$ cat src/rtl/axi4l_regbank.sv
// rtl/axi4l_regbank.sv - AXI4-Lite slave register bank with byte-strobed writes
//
// Ports:
//   aclk, areset_n              clock (rising edge), synchronous active-low reset
//   aw*, w*, b*                 AXI4-Lite write address / data / response channels
//   ar*, r*                     AXI4-Lite read address / data channels
//   regs_o                      live register contents, register i at [32i+31:32i]
//   wr_pulse_o                  one-cycle strobe per register on an accepted write
//
// Byte address decode: index = addr[ADDR_W-1:2]; index >= NREGS answers SLVERR.
module axi4l_regbank #(
   parameter int                      NREGS     = 4,
   parameter int                      ADDR_W    = 8,
   parameter logic [NREGS*32-1:0]     RESET_VAL = '0
) (
   input  logic                 aclk,
   input  logic                 areset_n,
   input  logic                 awvalid,
   output logic                 awready,
   input  logic [ADDR_W-1:0]    awaddr,
   input  logic [2:0]           awprot,
   input  logic                 wvalid,
   output logic                 wready,
   input  logic [31:0]          wdata,
   input  logic [3:0]           wstrb,
   output logic                 bvalid,
   input  logic                 bready,
   output logic [1:0]           bresp,
   input  logic                 arvalid,
   output logic                 arready,
   input  logic [ADDR_W-1:0]    araddr,
   input  logic [2:0]           arprot,
   output logic                 rvalid,
   input  logic                 rready,
   output logic [31:0]          rdata,
   output logic [1:0]           rresp,
   output logic [NREGS*32-1:0]  regs_o,
   output logic [NREGS-1:0]     wr_pulse_o
);

   localparam int         IDX_W  = ADDR_W - 2;
   localparam logic [1:0] OKAY   = 2'b00;
   localparam logic [1:0] SLVERR = 2'b10;

   typedef enum logic [1:0] {W_IDLE, W_EXEC, W_RESP} w_state_t;
   typedef enum logic {R_IDLE, R_RESP} r_state_t;

   w_state_t              w_state, w_next;
   r_state_t              r_state, r_next;

   logic                  aw_held, w_held;
   logic [IDX_W-1:0]      aw_idx;
   logic [31:0]           w_data;
   logic [3:0]            w_strb;
   logic [NREGS*32-1:0]   regs;

   logic                  aw_hs, w_hs, ar_hs;
   logic                  aw_ok, ar_ok;
   logic [IDX_W-1:0]      ar_idx;
   logic [31:0]           rd_word;

   // Protection bits and the sub-word address bits carry no meaning here.
   logic                  unused_bits;
   assign unused_bits = ^{awprot, arprot, awaddr[1:0], araddr[1:0]};

   assign aw_hs  = awvalid && awready;
   assign w_hs   = wvalid && wready;
   assign ar_hs  = arvalid && arready;
   assign ar_idx = araddr[ADDR_W-1:2];
   assign regs_o = regs;

   // ------------------------------------------------------------------
   // State registers
   // ------------------------------------------------------------------
   always_ff @(posedge aclk) begin
      if (!areset_n) begin
         w_state <= W_IDLE;
         r_state <= R_IDLE;
      end else begin
         w_state <= w_next;
         r_state <= r_next;
      end
   end

   // ------------------------------------------------------------------
   // Write FSM: AW and W are latched independently; execution starts
   // once both are held (including when the last one arrives this edge).
   // ------------------------------------------------------------------
   always_comb begin
      w_next  = w_state;
      awready = 1'b0;
      wready  = 1'b0;
      case (w_state)
         W_IDLE: begin
            awready = !aw_held;
            wready  = !w_held;
            if ((aw_held || awvalid) && (w_held || wvalid))
               w_next = W_EXEC;
         end
         W_EXEC: w_next = W_RESP;
         W_RESP: if (bready) w_next = W_IDLE;
         default: w_next = W_IDLE;
      endcase
   end

   // ------------------------------------------------------------------
   // Read FSM
   // ------------------------------------------------------------------
   always_comb begin
      r_next  = r_state;
      arready = 1'b0;
      case (r_state)
         R_IDLE: begin
            arready = 1'b1;
            if (arvalid) r_next = R_RESP;
         end
         R_RESP: if (rready) r_next = R_IDLE;
         default: r_next = R_IDLE;
      endcase
   end

   // ------------------------------------------------------------------
   // Address decode. Out-of-range indices match no register, so the
   // read word falls to zero and no write pulse can fire.
   // ------------------------------------------------------------------
   always_comb begin
      rd_word = '0;
      ar_ok   = 1'b0;
      aw_ok   = 1'b0;
      for (int i = 0; i < NREGS; i++) begin
         if (ar_idx == IDX_W'(i)) begin
            rd_word = regs[32*i +: 32];
            ar_ok   = 1'b1;
         end
         if (aw_idx == IDX_W'(i))
            aw_ok = 1'b1;
      end
   end

   always_comb begin
      wr_pulse_o = '0;
      if (w_state == W_EXEC) begin
         for (int i = 0; i < NREGS; i++)
            wr_pulse_o[i] = (aw_idx == IDX_W'(i));
      end
   end

   // ------------------------------------------------------------------
   // Datapath
   // ------------------------------------------------------------------
   always_ff @(posedge aclk) begin
      if (!areset_n) begin
         aw_held <= 1'b0;
         w_held  <= 1'b0;
         aw_idx  <= '0;
         w_data  <= '0;
         w_strb  <= '0;
         bvalid  <= 1'b0;
         bresp   <= OKAY;
         regs    <= RESET_VAL;
         rvalid  <= 1'b0;
         rdata   <= '0;
         rresp   <= OKAY;
      end else begin
         if (aw_hs) begin
            aw_held <= 1'b1;
            aw_idx  <= awaddr[ADDR_W-1:2];
         end
         if (w_hs) begin
            w_held <= 1'b1;
            w_data <= wdata;
            w_strb <= wstrb;
         end

         if (w_state == W_EXEC) begin
            for (int i = 0; i < NREGS; i++) begin
               if (aw_idx == IDX_W'(i)) begin
                  for (int k = 0; k < 4; k++) begin
                     if (w_strb[k])
                        regs[32*i + 8*k +: 8] <= w_data[8*k +: 8];
                  end
               end
            end
            bvalid <= 1'b1;
            bresp  <= aw_ok ? OKAY : SLVERR;
         end

         if (w_state == W_RESP && bready) begin
            bvalid  <= 1'b0;
            aw_held <= 1'b0;
            w_held  <= 1'b0;
         end

         // Read samples the register array before this edge's write lands.
         if (ar_hs) begin
            rvalid <= 1'b1;
            rdata  <= rd_word;
            rresp  <= ar_ok ? OKAY : SLVERR;
         end else if (rvalid && rready) begin
            rvalid <= 1'b0;
         end
      end
   end

endmodule

$ cat config.mk
export PLATFORM = sky130hd
export DESIGN_NAME = axi4l_regbank
export DESIGN_NICKNAME = d
export VERILOG_FILES = /design/src/rtl/axi4l_regbank.sv
export SDC_FILE = /design/constraint.sdc
export NUM_CORES = 1
export LEC_CHECK = 0
export ABC_AREA = 1
export BUFFER_PORTS_ARGS = -buffer_cell sky130_fd_sc_hd__buf_4
export CORE_MARGIN = 2
export CORE_UTILIZATION = 48
export DETAILED_ROUTE_END_ITERATION = 6
export HOLD_SLACK_MARGIN = 0.06
export PLACE_DENSITY = 0.76
export SLEW_MARGIN = 20
export SYNTH_ARGS = -nofsm -noshare
export SYNTH_HDL_FRONTEND = slang
export SYNTH_SLANG_ARGS = --single-unit
export TNS_END_PERCENT = 30
$ cat constraint.sdc
create_clock -name aclk -period 1.3 [get_ports aclk]
set_input_delay 0 -clock aclk [delete_from_list [all_inputs] [get_ports aclk]]
set_output_delay 0 -clock aclk [all_outputs]
set_load 0.03 [all_outputs]
======== Yosys cells after proc, flatten, opt, wreduce, memory -nomap -nowiden ========
Cells that the tools add are included.
cells by class
  equality and inequality tests ........... 10
  multiplexer cells ....................... 26
  bitwise logic cells ..................... 2
  reductions and logical operators ........ 32
operators with widths
  operator                                              count
  two-way mux 32 bit                                    4
  AND reduction 3 bit                                   16
  equality test 6 x 2 -> 1 bit (second input constant)  4
  two-way mux 1 bit                                     15
  equality test 6 x 1 -> 1 bit (second input constant)  2
  logical NOT 6 bit                                     2
  two-way mux 2 bit                                     4
  logical AND 1 bit                                     6
  one-hot mux 2 bit (3 select lines)                    1
  two-way mux 4 bit                                     1
  != test 2 bit (second input constant)                 2
  equality test 2 x 1 -> 1 bit (second input constant)  1
  equality test 2 bit (second input constant)           1
  logical NOT 1 bit                                     2
  logical NOT 2 bit                                     1
  logical OR 1 bit                                      2
  NOT 1 bit                                             2
  one-hot mux 1 bit (2 select lines)                    1
  AND reduction 2 bit                                   1
  nonzero test 2 bit                                    1
  OR reduction 2 bit                                    1
word-level totals
  bits in registers ....................... 213
  input port bits ......................... 65
  output and inout port bits .............. 173
  word-level logic and storage cells ...... 98

======== Depth between registers and ports, before layout ========
  depth in word-level cells ............... 6
  mapped depth ............................ 9
  mapped depth without buffers ............ 9

======== Least setup slack after synthesis ========
Ideal clock, no wire load.
  kind .................................... register to register
  start point ............................. reg w_state[0]
  end point ............................... reg w_data[29]
  setup time .............................. 0.128 ns
  arrival time ............................ 1.679 ns
  data required time ...................... 1.172 ns
  setup slack ............................. -0.507 ns
  cell stages (with the launch flop) ...... 8
  period minus slack after synthesis ...... 1.807 ns
  path through ............................ dfxtp_1 > nor2_1 > inv_1 > nor2_1 > nand2_1 > clkbuf_1 > o21ai_0 > a21oi_1
between the ends
  word-level cells in the longest chain between the ends .. 3
ends and longest elaborated chain
  item                    line  text
  from (decl)             48    w_state_t w_state, w_next;
  from (signal assigned)  80    w_state <= w_next;
  logical NOT 2 bit       93    case (w_state)
  two-way mux 1 bit       93
  named net wready        23    output logic wready,
  logical AND 1 bit       67    assign w_hs = wvalid && wready;
  to (signal assigned)    171   w_data <= wdata;
  to (decl)               53    logic [31:0] w_data;
The timed path passes the listed nets, and every way through them passes these cells.
A chain may end at the register's enable or synchronous reset.

======== Worst setup path in the final report ========
  start point ............................. reg aw_idx[2]
  end point ............................... out wr_pulse_o[1]
between the ends
  word-level cells in the longest chain between the ends .. 2
ends and longest elaborated chain
  item                          line  text
  from (decl)                   52    logic [IDX_W-1:0] aw_idx;
  from (signal assigned)        167   aw_idx <= awaddr[ADDR_W-1:2];
  equality test 6 x 1 -> 1 bit  144   wr_pulse_o[i] = (aw_idx == IDX_W'(i));
  two-way mux 4 bit             142   if (w_state == W_EXEC) begin
  to (decl)                     38    output logic [NREGS-1:0] wr_pulse_o
Every way passes these cells.

==> metrics.txt <==
# TYPE chip_impl_metric gauge
chip_impl_info{name="result_of_the_run",value="finished, violations left"} 1
chip_impl_info{name="failed_checks",value="negative setup slack"} 1
chip_impl_metric{name="net-switching-power",unit="mW"} 4.25
chip_impl_metric{name="synth_seq_area_share",unit=""} 0.455
chip_impl_metric{name="nNetsFinal",unit=""} 1778
chip_impl_metric{name="max-clock-path-buffers",unit=""} 3
chip_impl_info{name="grt_setup_unrepaired",value="true"} 1
chip_impl_metric{name="p_leak",unit="nW"} 6.44
chip_impl_metric{name="antenna_left",unit=""} 0
chip_impl_metric{name="min_period_over_period",unit=""} 1.31
chip_impl_metric{name="maximum_fanout_count_along_the_critical_path",unit=""} 4
chip_impl_metric{name="setup_ws",unit="ps"} -401
chip_impl_info{name="worstPathCellList",value="nor2_2 > nand2_2 > nor2_4 > buf_6 > nand2_1 > nor2_2 > buf_6"} 1
chip_impl_metric{name="number_of_drc_markers_after_the_initial_detailed_route_iteration",unit=""} 741
chip_impl_metric{name="syn2layout_area_growth",unit="%"} 46.9
chip_impl_metric{name="wl",unit="um"} 31500
chip_impl_metric{name="synth-adder-area-share",unit=""} 0
chip_impl_metric{name="fin_max_slew_vios",unit=""} 0
chip_impl_metric{name="place_congestion",unit=""} 0.865
chip_impl_metric{name="place.detailed.hpwl",unit="um"} 20200
chip_impl_metric{name="drive_above_1_share",unit=""} 0.268
chip_impl_metric{name="wire_per_inst",unit="um"} 15.8
chip_impl_metric{name="detail_route.vias_per_cell",unit=""} 5.02
chip_impl_metric{name="synth-compound-area-share",unit=""} 0.116
chip_impl_metric{name="cts_made_buffers",unit=""} 23
chip_impl_metric{name="power.switching_fraction",unit=""} 0.271
chip_impl_metric{name="gr-total-overflow",unit=""} 0
chip_impl_metric{name="n_fill_cell",unit=""} 1488
chip_impl_metric{name="p_seq_frac",unit=""} 0.445
chip_impl_info{name="timing.critical_path.from_type",value="flip-flop"} 1
chip_impl_metric{name="synthesis.area",unit="sq um"} 9280
chip_impl_metric{name="netlist_instances",unit=""} 1397
chip_impl_metric{name="die_w",unit="um"} 143
chip_impl_metric{name="slew_headroom",unit=""} 0.641
chip_impl_metric{name="die_h",unit="um"} 143
chip_impl_metric{name="grt_start_max_net_pins",unit=""} 53
chip_impl_metric{name="critical_path_arrival",unit="ps"} 1700
chip_impl_metric{name="drc",unit=""} 0
chip_impl_metric{name="p_int",unit="mW"} 11.4
chip_impl_metric{name="tightestPinTransition",unit="ps"} 538
chip_impl_metric{name="clock_tree.htree_level_count",unit=""} 1
chip_impl_metric{name="coreArea",unit="sq um"} 18800
chip_impl_metric{name="max_cap_violations",unit=""} 0
chip_impl_metric{name="share_clk_of_total_power",unit=""} 0.404
chip_impl_metric{name="layout.core_utilization",unit=""} 0.724
chip_impl_metric{name="vias",unit=""} 9972
chip_impl_metric{name="max_freq",unit="MHz"} 588
chip_impl_metric{name="std_cell_rows",unit=""} 50
chip_impl_metric{name="grt_usage",unit=""} 0.287
chip_impl_info{name="clock_tree.root_cell",value="sky130_fd_sc_hd__clkbuf_16"} 1
chip_impl_metric{name="synth_xor_area_frac",unit=""} 0
chip_impl_metric{name="yosysUniqueCellTypes",unit=""} 26
chip_impl_metric{name="r2r.worst_path.cells",unit=""} 11
chip_impl_metric{name="synth_seq_cells",unit=""} 211
chip_impl_metric{name="pwr_density_cell",unit="nW/um^2"} 1150
chip_impl_metric{name="synthesis.area_per_instance",unit="sq um"} 6.64
chip_impl_metric{name="cts_sinks",unit=""} 211
chip_impl_metric{name="clkLatencyLatePin",unit="ps"} 510
chip_impl_metric{name="global_route.usage.met2",unit=""} 0.493
chip_impl_info{name="gr-max-usage-layer",value="met2"} 1
chip_impl_metric{name="muxShareOfSynthArea",unit=""} 0
chip_impl_metric{name="synthSimpleGateAreaFrac",unit=""} 0.295
chip_impl_metric{name="power.share.combinational",unit=""} 0.151
chip_impl_metric{name="synthesis.yosys.warnings",unit=""} 0
chip_impl_metric{name="grt_util_met1",unit=""} 0.365
chip_impl_metric{name="peakVddDrop",unit="uV"} 1200
chip_impl_metric{name="buffer_ports.inserted",unit=""} 225
chip_impl_metric{name="floorplan.initialDensity",unit=""} 0.493
chip_impl_info{name="crit_slowest_cell",value="sky130_fd_sc_hd__dfxtp_2"} 1
chip_impl_metric{name="timing.final.hold_violations",unit=""} 0
chip_impl_info{name="worstSetupEndpointType",value="primary output"} 1
chip_impl_metric{name="finalWorstPathRequiredPeriod",unit="ps"} 1700
chip_impl_metric{name="grt_antenna_before_repair",unit=""} 0
chip_impl_metric{name="fin_skew",unit="ps"} 13.4
chip_impl_metric{name="drtPass1Iterations",unit=""} 5
chip_impl_metric{name="worst_path_largest_cell_delay",unit="ps"} 320
chip_impl_metric{name="clk_transition_reported_paths",unit="ps"} 60
chip_impl_metric{name="boundaryPins",unit=""} 238
chip_impl_metric{name="antennaDiodeCount",unit=""} 0
chip_impl_metric{name="timing.hold.worst_path_depth",unit=""} 7
chip_impl_info{name="cts_tree",value="done"} 1
chip_impl_metric{name="final.setup.tns",unit="ps"} -36950
chip_impl_metric{name="grt_first_pass_wirelength",unit="um"} 46900
chip_impl_metric{name="die_area",unit="sq um"} 20500
chip_impl_info{name="critical_path_class",value="reg -> out"} 1
chip_impl_metric{name="first_global_vias",unit=""} 9262
chip_impl_metric{name="cp_data_required_time",unit="ps"} 1300
chip_impl_info{name="main_combinational_cell_family_by_area_after_synthesis",value="simple AND/OR/NAND/NOR gates"} 1
chip_impl_metric{name="grt.met3_usage",unit=""} 0.0553
chip_impl_metric{name="finalSetupViolCount",unit=""} 176
chip_impl_info{name="timing.hold.worst.class",value="in -> reg"} 1
==> placed cells by master (no fill, tap or decap), types with 3 or more instances in the layout <==
master                            n
sky130_fd_sc_hd__a21oi_1         51
sky130_fd_sc_hd__buf_12          15
sky130_fd_sc_hd__buf_4          265
sky130_fd_sc_hd__buf_6           22
sky130_fd_sc_hd__clkbuf_1         3
sky130_fd_sc_hd__clkbuf_16       25
sky130_fd_sc_hd__clkbuf_8         5
sky130_fd_sc_hd__clkinv_2         8
sky130_fd_sc_hd__dfxtp_1        206
sky130_fd_sc_hd__dfxtp_2          5
sky130_fd_sc_hd__dlygate4sd3_1   49
sky130_fd_sc_hd__inv_1          233
sky130_fd_sc_hd__inv_2            8
sky130_fd_sc_hd__nand2_1        233
sky130_fd_sc_hd__nand2_2         18
sky130_fd_sc_hd__nand2_4         14
sky130_fd_sc_hd__nand2_8          3
sky130_fd_sc_hd__nand3_1        128
sky130_fd_sc_hd__nand3_2          3
sky130_fd_sc_hd__nand4_1          6
sky130_fd_sc_hd__nor2_1         230
sky130_fd_sc_hd__nor2_2          11
sky130_fd_sc_hd__nor2_4           7
sky130_fd_sc_hd__nor3_1           3
sky130_fd_sc_hd__o21ai_0         56
sky130_fd_sc_hd__o21ai_1         64
sky130_fd_sc_hd__o21ai_2         40
==> final timing paths <==
| kind | startpoint | endpoint | slack (ps) |
|---|---|---|---|
| setup / recovery | aw_idx[2]$_SDFFE_PN0P_ | wr_pulse_o[1] | -400 |
| hold / removal | araddr[6] | rdata[19]$_SDFFE_PN0P_ | 120 |
| setup reg to reg | aw_idx[2]$_SDFFE_PN0P_ | regs_o[95]$_SDFFE_PN0P_ | -340 |
| hold reg to reg | aw_idx[2]$_SDFFE_PN0P_ | aw_idx[2]$_SDFFE_PN0P_ | 470 |
==> critical path, delay by kind of cell, from the launching register on <==
kind / cells / cell delay (ps)
AND/OR/NAND/NOR: 5 / 590
buffers and inverters: 2 / 280
flip-flops: 1 / 320
==> through the flow <==
step                worst slack, ps  hold WS (ps)  instances  power (mW)  instance area, sq um
floorplan                      -116           145       1398        8.18                  9370
global placement               -235           264       1881        8.93                 11700
detailed placement             -244           268       1881        8.97                 11700
CTS                            -346           114       1980        15.5                 13300
global route                   -452           138       1988        16.2                 13600
finish                         -401           120       1988        15.7                 13600
==> per-layer routing <==
metal / wire (um) / vias up
li1: - / 4935
met1: 12900 / 4569
met2: 15400 / 401
met5: 0 / -
met3: 2420 / 67
met4: 809 / 0
==> synth_stat cells <==
cell	instances	area, sq um
sky130_fd_sc_hd__buf_1	2	7.51
sky130_fd_sc_hd__clkbuf_1	38	143
sky130_fd_sc_hd__inv_2	2	7.51
sky130_fd_sc_hd__a21oi_1	53	265
sky130_fd_sc_hd__inv_1	239	897
sky130_fd_sc_hd__dfxtp_1	211	4220
sky130_fd_sc_hd__o22ai_1	1	6.26
sky130_fd_sc_hd__conb_1	1	3.75
sky130_fd_sc_hd__clkinv_2	1	5.00
sky130_fd_sc_hd__nor2_8	1	20.0
sky130_fd_sc_hd__nor3_2	2	20.0
sky130_fd_sc_hd__buf_4	7	52.6
sky130_fd_sc_hd__o21ai_1	2	10.0
sky130_fd_sc_hd__nor2_4	1	11.3
sky130_fd_sc_hd__nand3_1	132	661
sky130_fd_sc_hd__buf_2	17	85.1
sky130_fd_sc_hd__nand2_4	4	45.0
sky130_fd_sc_hd__o21ai_0	159	796
sky130_fd_sc_hd__nand2_1	261	980
sky130_fd_sc_hd__clkinv_1	1	3.75
sky130_fd_sc_hd__nor2_2	2	12.5
sky130_fd_sc_hd__buf_6	3	33.8
sky130_fd_sc_hd__nor3_1	3	15.0
sky130_fd_sc_hd__nor2_1	245	920
sky130_fd_sc_hd__nand2_2	3	18.8
sky130_fd_sc_hd__nand4_1	6	37.5
==> flip-flops by register name, summed over array words and instances, names as in the netlist, 2 cells and up <==
name,count
regs_o,128
rdata,32
w_data,32
aw_idx,6
w_strb,4
w_state,2
==> kinds of logic after synthesis <==
family | Yosys count
simple gates | 660
buf+inv | 310
compound gates | 215
flops | 211
other cells | 1
==> area by class of cell <==
class                      count  area (sq um)  share of cell area
sequential                   211          4230               0.310
clock inverter                 9          73.8             0.00542
timing repair buffer         357          3170               0.233
tap                          260           325              0.0239
clock buffer                  31           656              0.0481
inverter                     243           916              0.0672
multi-input combinational    877          4260               0.312
==> power by group through the flow <==
stage | sequential [mW] | combinational, mW | clock [mW]
final | 6.97 | 2.36 | 6.33
after detailed placement | 7.06 | 1.91 | 0
after global placement | 7.05 | 1.88 | 0
after floorplan | 7.22 | 0.953 | 0
after CTS | 6.95 | 2.19 | 6.40
after global routing | 7.00 | 2.53 | 6.66
==> timing repair <==
| item | CTS | global route |
|---|---|---|
| hold buffers | 49 | 0 |
| cloned | 2 | 2 |
| endpoints found under the setup margin | 172 | 209 |
| hold endpoints to repair | 63 | 0 |
| resized for setup | 123 | 88 |
| pin swaps | 10 | 20 |
| setup buffers | 8 | 6 |
(Power assumes the default switching activity.)
